<file path="src/rtl/mips_if_pkg.sv">
// Shared types and constants for the MIPS instruction-fetch stage.
package mips_if_pkg;

    // Fetch sequencer states.
    typedef enum logic [2:0] {
        S_IDLE,
        S_REQ,
        S_WAIT,
        S_DRAIN,
        S_HOLD
    } fetch_state_t;

    // All-zero word decodes as sll $0,$0,0, the canonical MIPS no-op.
    localparam logic [31:0] MIPS_NOP = 32'h0000_0000;

    // Byte distance between consecutive instruction words.
    localparam logic [31:0] PC_INC   = 32'd4;

endpackage

</file>
<file path="src/rtl/if_skid_buf.sv">
// One-entry holding register for a fetched {incremented_pc, instruction}
// pair that arrives while the IF/ID register is stalled and still occupied.
module if_skid_buf (
    input  logic        clk,
    input  logic        reset,
    input  logic        load,
    input  logic        clear,
    input  logic [63:0] load_word,
    output logic        held_valid,
    output logic [63:0] held_word
);

    // Occupancy flag: clear wins so a redirect can never leave a stale entry.
    always_ff @(posedge clk) begin
        // NOTE: state is written with <= so every register samples pre-edge values.
        if (reset || clear) begin
            held_valid <= 1'b0;
        end else if (load) begin
            held_valid <= 1'b1;
        end
    end

    // Payload capture; only meaningful while held_valid is set.
    always_ff @(posedge clk) begin
        // NOTE: payload is deliberately not reset; held_valid alone qualifies it.
        if (load) begin
            held_word <= load_word;
        end
    end

endmodule

</file>
<file path="src/rtl/if_fetch_unit.sv">
// MIPS IF stage: owns the PC, issues one word read at a time over a
// req/ready + rvalid handshake and fills the IF/ID register, honouring
// ID-stage stall and branch/jump redirect.
module if_fetch_unit
    import mips_if_pkg::*;
#(
    parameter logic [31:0] RESET_PC = 32'h0000_0000
) (
    input  logic        i_clk,
    input  logic        i_reset,
    input  logic        i_stall,
    input  logic        i_redirect,
    input  logic [31:0] i_redirect_pc,
    output logic        o_imem_req,
    output logic [31:0] o_imem_addr,
    input  logic        i_imem_ready,
    input  logic        i_imem_rvalid,
    input  logic [31:0] i_imem_rdata,
    output logic        IF_valid,
    output logic [31:0] IF_incrementedPC,
    output logic [31:0] IF_instruction
);

    fetch_state_t state;
    logic [31:0]  pc;
    logic [31:0]  fetch_pc;
    logic         rd_accept;
    logic         slot_free;
    logic         skid_load;
    logic         skid_clear;
    logic         skid_valid;
    logic [63:0]  skid_word;

    // Request is a pure decode of registered state: no input reaches it.
    assign o_imem_req  = (state == S_REQ);
    assign o_imem_addr = pc;
    assign rd_accept   = o_imem_req && i_imem_ready;

    // The IF/ID slot can take a new word if it is empty or being consumed.
    assign slot_free   = !IF_valid || !i_stall;
    assign skid_load   = (state == S_WAIT) && i_imem_rvalid && !slot_free && !i_redirect;
    assign skid_clear  = i_redirect || ((state == S_HOLD) && !i_stall);

    if_skid_buf u_skid (
        .clk        (i_clk),
        .reset      (i_reset),
        .load       (skid_load),
        .clear      (skid_clear),
        .load_word  ({fetch_pc + PC_INC, i_imem_rdata}),
        .held_valid (skid_valid),
        .held_word  (skid_word)
    );

    // Fetch sequencer, PC and IF/ID output register.
    always_ff @(posedge i_clk) begin
        if (i_reset) begin
            state            <= S_IDLE;
            pc               <= RESET_PC;
            fetch_pc         <= RESET_PC;
            IF_valid         <= 1'b0;
            IF_instruction   <= MIPS_NOP;
            IF_incrementedPC <= '0;
        end else if (i_redirect) begin
            // Redirect flushes the slot; IF_incrementedPC keeps its last value.
            pc             <= i_redirect_pc;
            IF_valid       <= 1'b0;
            IF_instruction <= MIPS_NOP;
            case (state)
                // A read still in flight must be swallowed before refetching.
                S_WAIT:  state <= i_imem_rvalid ? S_REQ : S_DRAIN;
                S_REQ:   state <= i_imem_ready  ? S_DRAIN : S_REQ;
                S_DRAIN: state <= i_imem_rvalid ? S_REQ : S_DRAIN;
                default: state <= S_REQ;
            endcase
        end else begin
            // Default consumption; a word loaded below overrides it.
            if (IF_valid && !i_stall) begin
                IF_valid       <= 1'b0;
                IF_instruction <= MIPS_NOP;
            end
            case (state)
                S_IDLE: state <= S_REQ;
                S_REQ: begin
                    if (rd_accept) begin
                        fetch_pc <= pc;
                        pc       <= pc + PC_INC;
                        state    <= S_WAIT;
                    end
                end
                S_WAIT: begin
                    if (i_imem_rvalid) begin
                        if (slot_free) begin
                            IF_valid         <= 1'b1;
                            IF_instruction   <= i_imem_rdata;
                            IF_incrementedPC <= fetch_pc + PC_INC;
                            state            <= S_REQ;
                        end else begin
                            state <= S_HOLD;
                        end
                    end
                end
                S_HOLD: begin
                    if (!i_stall) begin
                        {IF_incrementedPC, IF_instruction} <= skid_word;
                        IF_valid <= skid_valid;
                        state    <= S_REQ;
                    end
                end
                S_DRAIN: begin
                    if (i_imem_rvalid) begin
                        state <= S_REQ;
                    end
                end
                default: state <= S_IDLE;
            endcase
        end
    end

endmodule

</file>
<file path="config.mk">
export PLATFORM = sky130hd
export DESIGN_NAME = if_fetch_unit
export DESIGN_NICKNAME = d
export VERILOG_FILES = /design/src/rtl/mips_if_pkg.sv /design/src/rtl/if_skid_buf.sv /design/src/rtl/if_fetch_unit.sv
export SDC_FILE = /design/constraint.sdc
export NUM_CORES = 1
export LEC_CHECK = 0
export ABC_AREA = 1
export CELL_PAD_IN_SITES_DETAIL_PLACEMENT = 0
export CELL_PAD_IN_SITES_GLOBAL_PLACEMENT = 1
export CORE_ASPECT_RATIO = 1.4
export CORE_MARGIN = 3
export CORE_UTILIZATION = 34
export DETAILED_ROUTE_END_ITERATION = 7
export PLACE_DENSITY = 0.71
export SLEW_MARGIN = 10
export SYNTH_ARGS = -nofsm -noshare
export SYNTH_HDL_FRONTEND = slang
export SYNTH_SLANG_ARGS = --single-unit
</file>
<file path="constraint.sdc">
create_clock -name i_clk -period 18.1 [get_ports i_clk]
set_clock_uncertainty 0.15 [all_clocks]
set_input_delay 5.43 -clock i_clk [delete_from_list [all_inputs] [get_ports i_clk]]
set_output_delay 5.43 -clock i_clk [all_outputs]
set_load 0.05 [all_outputs]
</file>
# After elaboration in Yosys (flattened, before gate mapping)
# Index checks and enable logic that the tools add are counted.
# word_totals
regBits	197
output_inout_bits	98
elab_cells	72
# classes
addsub	2
eq_ne	11
muxes	27
bitwise_logic	1
n_reduce_logical	23
# op_table
cell	count
32-bit two-way mux	10
32-bit one-hot mux with 2 select lines	2
32-bit by 3-bit adder with 32-bit output (second input constant)	2
3-bit two-way mux	6
3-bit one-hot mux with 5 select lines	1
3-bit inequality test (second input constant)	3
3-bit by 2-bit equality test with 1-bit output (second input constant)	2
1-bit logical AND	6
2-bit inequality test (second input constant)	3
2-bit nonzero test	3
5-bit AND reduction	1
1-bit logical NOT	4
1-bit two-way mux	4
2-bit two-way mux	2
2-bit one-hot mux with 2 select lines	1
4-bit AND reduction	1
2-bit OR reduction	2
3-bit by 1-bit equality test with 1-bit output (second input constant)	1
3-bit equality test (second input constant)	1
3-bit logical NOT	1
1-bit logical OR	3
3-bit by 2-bit inequality test with 1-bit output (second input constant)	1
3-bit AND reduction	1
1-bit one-hot mux with 2 select lines	1
2 further kinds	2

# Longest topological paths before layout
# depth
ltp_word	6
mapped_depth	11
ltp_nobuf	10

# Hierarchy
# Synthesis repeated with hierarchy kept, for this count alone.
# unflattened
cells_unflattened	1342
area_unflattened_um2	9545.4
# modules_own_cells
mod	n_inst	cells_each	area_each_um2
if_fetch_unit	1	1272	7584.8
if_skid_buf	1	70	1960.6

# Worst setup path before layout
# Ideal clock, no wire load.
# synth_path
path_kind	input-to-reg
from	input i_stall
to	register u_skid.held_word[0] (enable)
arrival_time_ns	10.012
t_required_ns	17.384
path_slack_ns	7.372
path_stages	2
n_path_buf	0
path_cell_list	nand2_1 -> nor3_1
# synth_via
elab_chain_len	5
# synth_lines
element	line_no	source
start: declaration	if_fetch_unit.sv:11	input logic i_stall,
1-bit logical NOT	n/a	
1-bit logical OR	if_fetch_unit.sv:40	assign slot_free = !IF_valid || !i_stall;
1-bit logical NOT	if_fetch_unit.sv:41	assign skid_load = (state == S_WAIT) && i_imem_rvalid && !slot_free && !i_redirect;
1-bit logical AND (2 in a row)	if_fetch_unit.sv:41	
net skid_load	if_fetch_unit.sv:29	logic skid_load;
end signal: assignment	if_skid_buf.sv:27	held_word <= load_word;
end: declaration	if_skid_buf.sv:10	output logic [63:0] held_word
# The timed path passes the listed nets, and every way through them passes these cells.
# A chain may end at the register's enable or synchronous reset.

# Worst setup path in the final report
# layout_path
from	input i_stall
to	register IF_incrementedPC[3]
# layout_via
elab_chain_len	4
elab_cells_between_ends	5
classes_between	2 x eq/ne; 3 x reduce/logical
# layout_lines
element	line_no	source
1-bit logical NOT	n/a	
1-bit logical OR	if_fetch_unit.sv:40	
2-bit inequality test (no source line)	n/a	
5-bit AND reduction (no source line) *	n/a	
end signal: assignment	if_fetch_unit.sv:95	IF_incrementedPC <= fetch_pc + PC_INC;
end signal: assignment	if_fetch_unit.sv:104	{IF_incrementedPC, IF_instruction} <= skid_word;
end: declaration	if_fetch_unit.sv:20	output logic [31:0] IF_incrementedPC,
# Every way passes the cells marked *; elsewhere a longest branch is shown, timed or not.

==> results.toml <==
[power_and_ir_drop]
leakage_uw = 0.00414
total_power_uw = 949
p_per_area_nw_per_um2 = 79.2
peakVddDrop_mv = 0.0688

[worst_setup_path]
endpoint_kind = "flip-flop"
reg2reg_depth = 6
crit_arrival_ns = 8.44
critPathSlowestCell = "nand2_2"
timing.reg2reg.setup_slack_ns = 14.87
worst_path_most_repeated_cell = "nand2_1"
r2r_start = "state[2]$_SDFFE_PP0P_"
cp_cell_sequence = "clkdlybuf4s50_1 > nand2_1 > nand2_2 > inv_2 > nand2_1 > nand2_1 > nand2_2 > inv_2 > o21ai_0 > a31oi_1"
critical_path.max_stage_delay_ns = 0.76
criticalPathCategory = "input port to flip-flop"
r2r-end = "u_skid.held_word[58]$_DFFE_PP_"
required_ns = 18.24
start_kind = "input port"
crit_fanout = 61

[routing]
drt_iter0_markers = 612
drt-wirelength-per-cell_um = 17.3
wl_mm = 30.1
ant_nets = 0
first_pass_iters = 5
route.detailed.drc = 0
vias = 8740
vias_per_cell = 5.03

[clock_tree]
cts_resized = 0
clk_pin_slew_ns = 0.07
cts_buffers = 17
clkLatencyLatePin_ns = 0.44
cts.sinks = 197
hold_buffers = 0
cts_buffer_depth = 2
cts_root_buf = "clkbuf_16"
htreeDepth = 4
postCtsSetupBuffers = 0
cts_tree = "built"

[global_route]
grt.busiest_layer = "met2"
grt_use_met3_pct = 3.17
grt_overflow = 0
grtUsageMet2_pct = 34.2
met1_usage_pct = 25.7
grt_pass1_vias = 8673
grt_pass1_wl_mm = 48.1
grt_max_degree = 62
antenna_found_initial = 0
track_usage_pct = 20.0

[timing]
tightest_slew_ns = 1.01
post-route-period-util_pct = 45.8
finalSetupViolCount = 0
rsz0062_at_grt = "false"
setup_tns_ns = 0
hold_viol_final = 0
final.min_clock_period_ns = 8.30
relSlewSlack_pct = 32.3
fin_hold_ws_ns = 0.318
fmax_mhz = 121
finalWorstSetupSlack_ns = 9.80
report.final.slew_viol_count = 0

[yosys]
synthTopCellsByArea = "dfxtp_1, edfxtp_1, nand2_1"
synth-xor-area-share_pct = 2.02
synth_most_common_cell = "nand2_1"
netlist_instances = 1224
yosysTopAreaCellShare_pct = 27.9
synth_cell_types = 38
synth_common_cells = "nand2_1, dfxtp_1, a21oi_1"
synthMuxAreaShare_pct = 0
synth_top_family_by_area = "simple AND/OR/NAND/NOR gates"
yosysTopAreaCell = "dfxtp_1"
yosys_warnings = 0
synthAdderAreaFrac_pct = 0.262
synth_flop_cell = "dfxtp_1"
synthesis.area_um2 = 9550
ys_async_sr_fraction_pct = 0
synth-compound-area-share_pct = 17.5
avgSynthCellArea_um2 = 7.81
synthSimpleGateAreaFrac_pct = 24.4
ys_seq_area_share_pct = 48.0
synth_edf_count = 64
ys_ff_latch = 197
syn_nets = 1296

[cells_and_area]
final_nets = 1427
area_growth_syn_to_layout_pct = 25.3
fillers = 2854
drive_above_1_share_pct = 5.56
fin_area_um2 = 12000
diodes = 0

[placed_design]
gp_congestion = 0.857
post-dp-hpwl_mm = 21.1
placed_area_um2 = 11400
io_buffers = 167
place_ws_ns = 9.30

[min_path]
hp-class = "flip-flop to flip-flop"
hold_depth = 2
hp-start = "IF_incrementedPC[8]$_SDFFE_PP0P_"
min_to = "IF_incrementedPC[8]$_SDFFE_PP0P_"

[die]
coreArea_um2 = 27700
die_h_um = 204
ioPinCount = 168
initial_core_util_pct = 34.5
die_area_um2 = 30200
row_count = 72
die_x_um = 148

[flow_run]
cap_violations = 0

[run_status]
status = "finished clean"
==> stage by stage <==
stage | util [%] | instances
global placement | 41.4 | 1706
detailed placement | 41.4 | 1706
CTS | 43.3 | 1737
finish | 43.3 | 1737
floorplan | - | 1224
global route | 43.3 | 1737
==> power breakdown <==
part	switching, µW	total (µW)	leakage, µW	internal, µW
clock	165	361	0.000250	196
combinational	68.5	108	0.00224	39.6
sequential	14.6	480	0.00165	466
total	248	949	0.00414	701
==> kinds of logic (layout without fill, tap and decap cells) <==
logic type | after synthesis | after routing
simple gates | 542 | 542
fa+ha+maj | 2 | 2
compound gates | 286 | 286
flops | 197 | 197
xor+xnor | 22 | 22
buf+inv | 175 | 318
==> metal layers <==
layer  wire [µm]  share of wire (%)  up-vias
met3        1440                4.8       46
met1       13300                 44     4045
met4         699                2.3        0
met2       14700                 49      259
li1            -                  -     4390
met5           0                  0        -
==> area by class of cell <==
class	instances	area, µm²	share of cell area (%)
repair buffers	178	1750	14.6
flip-flops and latches	197	4580	38.3
well taps	370	463	3.87
inverters	109	409	3.42
clock inverters	5	52.6	0.439
clock buffers	26	479	4.00
multi-input cells	852	4230	35.3
==> worst max-delay path: cells and delay by family <==
| family | cells | cell delay, ns |
|---|---|---|
| and+or+nand+nor | 5 | 1.59 |
| buffers and inverters | 3 | 1.04 |
| AOI/OAI and AO/OA | 2 | 0.35 |
==> layout by cell type (no fill, tap or decap), types with 12 or more instances in the layout <==
| cell | n |
|---|---|
| dfxtp_1 | 133 |
| nand2_1 | 310 |
| nor2_1 | 89 |
| a31oi_1 | 27 |
| nand3_1 | 81 |
| o211ai_1 | 14 |
| nand4_1 | 20 |
| a21oi_1 | 104 |
| xor2_1 | 20 |
| clkbuf_16 | 17 |
| clkdlybuf4s50_1 | 167 |
| edfxtp_1 | 64 |
| a22oi_1 | 12 |
| a41oi_1 | 20 |
| o21ai_0 | 95 |
| inv_1 | 100 |
==> registers in the layout, indices dropped and copies added (netlist names) <==
register	count
IF_incrementedPC	32
IF_valid	1
fetch_pc	32
o_imem_addr	32
IF_instruction	32
u_skid.held_word	64
state	3
u_skid.held_valid	1
==> worst max-delay path by stage <==
| stage | from | endpoint | slack, ns | cells past startpoint |
|---|---|---|---|---|
| global placement | i_stall | IF_incrementedPC[12]$_SDFFE_PP0P_ | 9.38 | 11 |
| CTS | i_stall | IF_incrementedPC[12]$_SDFFE_PP0P_ | 9.76 | 11 |
| floorplan | i_stall | u_skid.held_word[0]$_DFFE_PP_ | 7.37 | 2 |
| detailed placement | i_stall | IF_incrementedPC[12]$_SDFFE_PP0P_ | 9.30 | 11 |
| finish | i_stall | IF_incrementedPC[3]$_SDFFE_PP0P_ | 9.80 | 10 |
| global route | i_stall | IF_incrementedPC[12]$_SDFFE_PP0P_ | 9.45 | 11 |
Note: power is estimated with default switching activity, not from simulation.
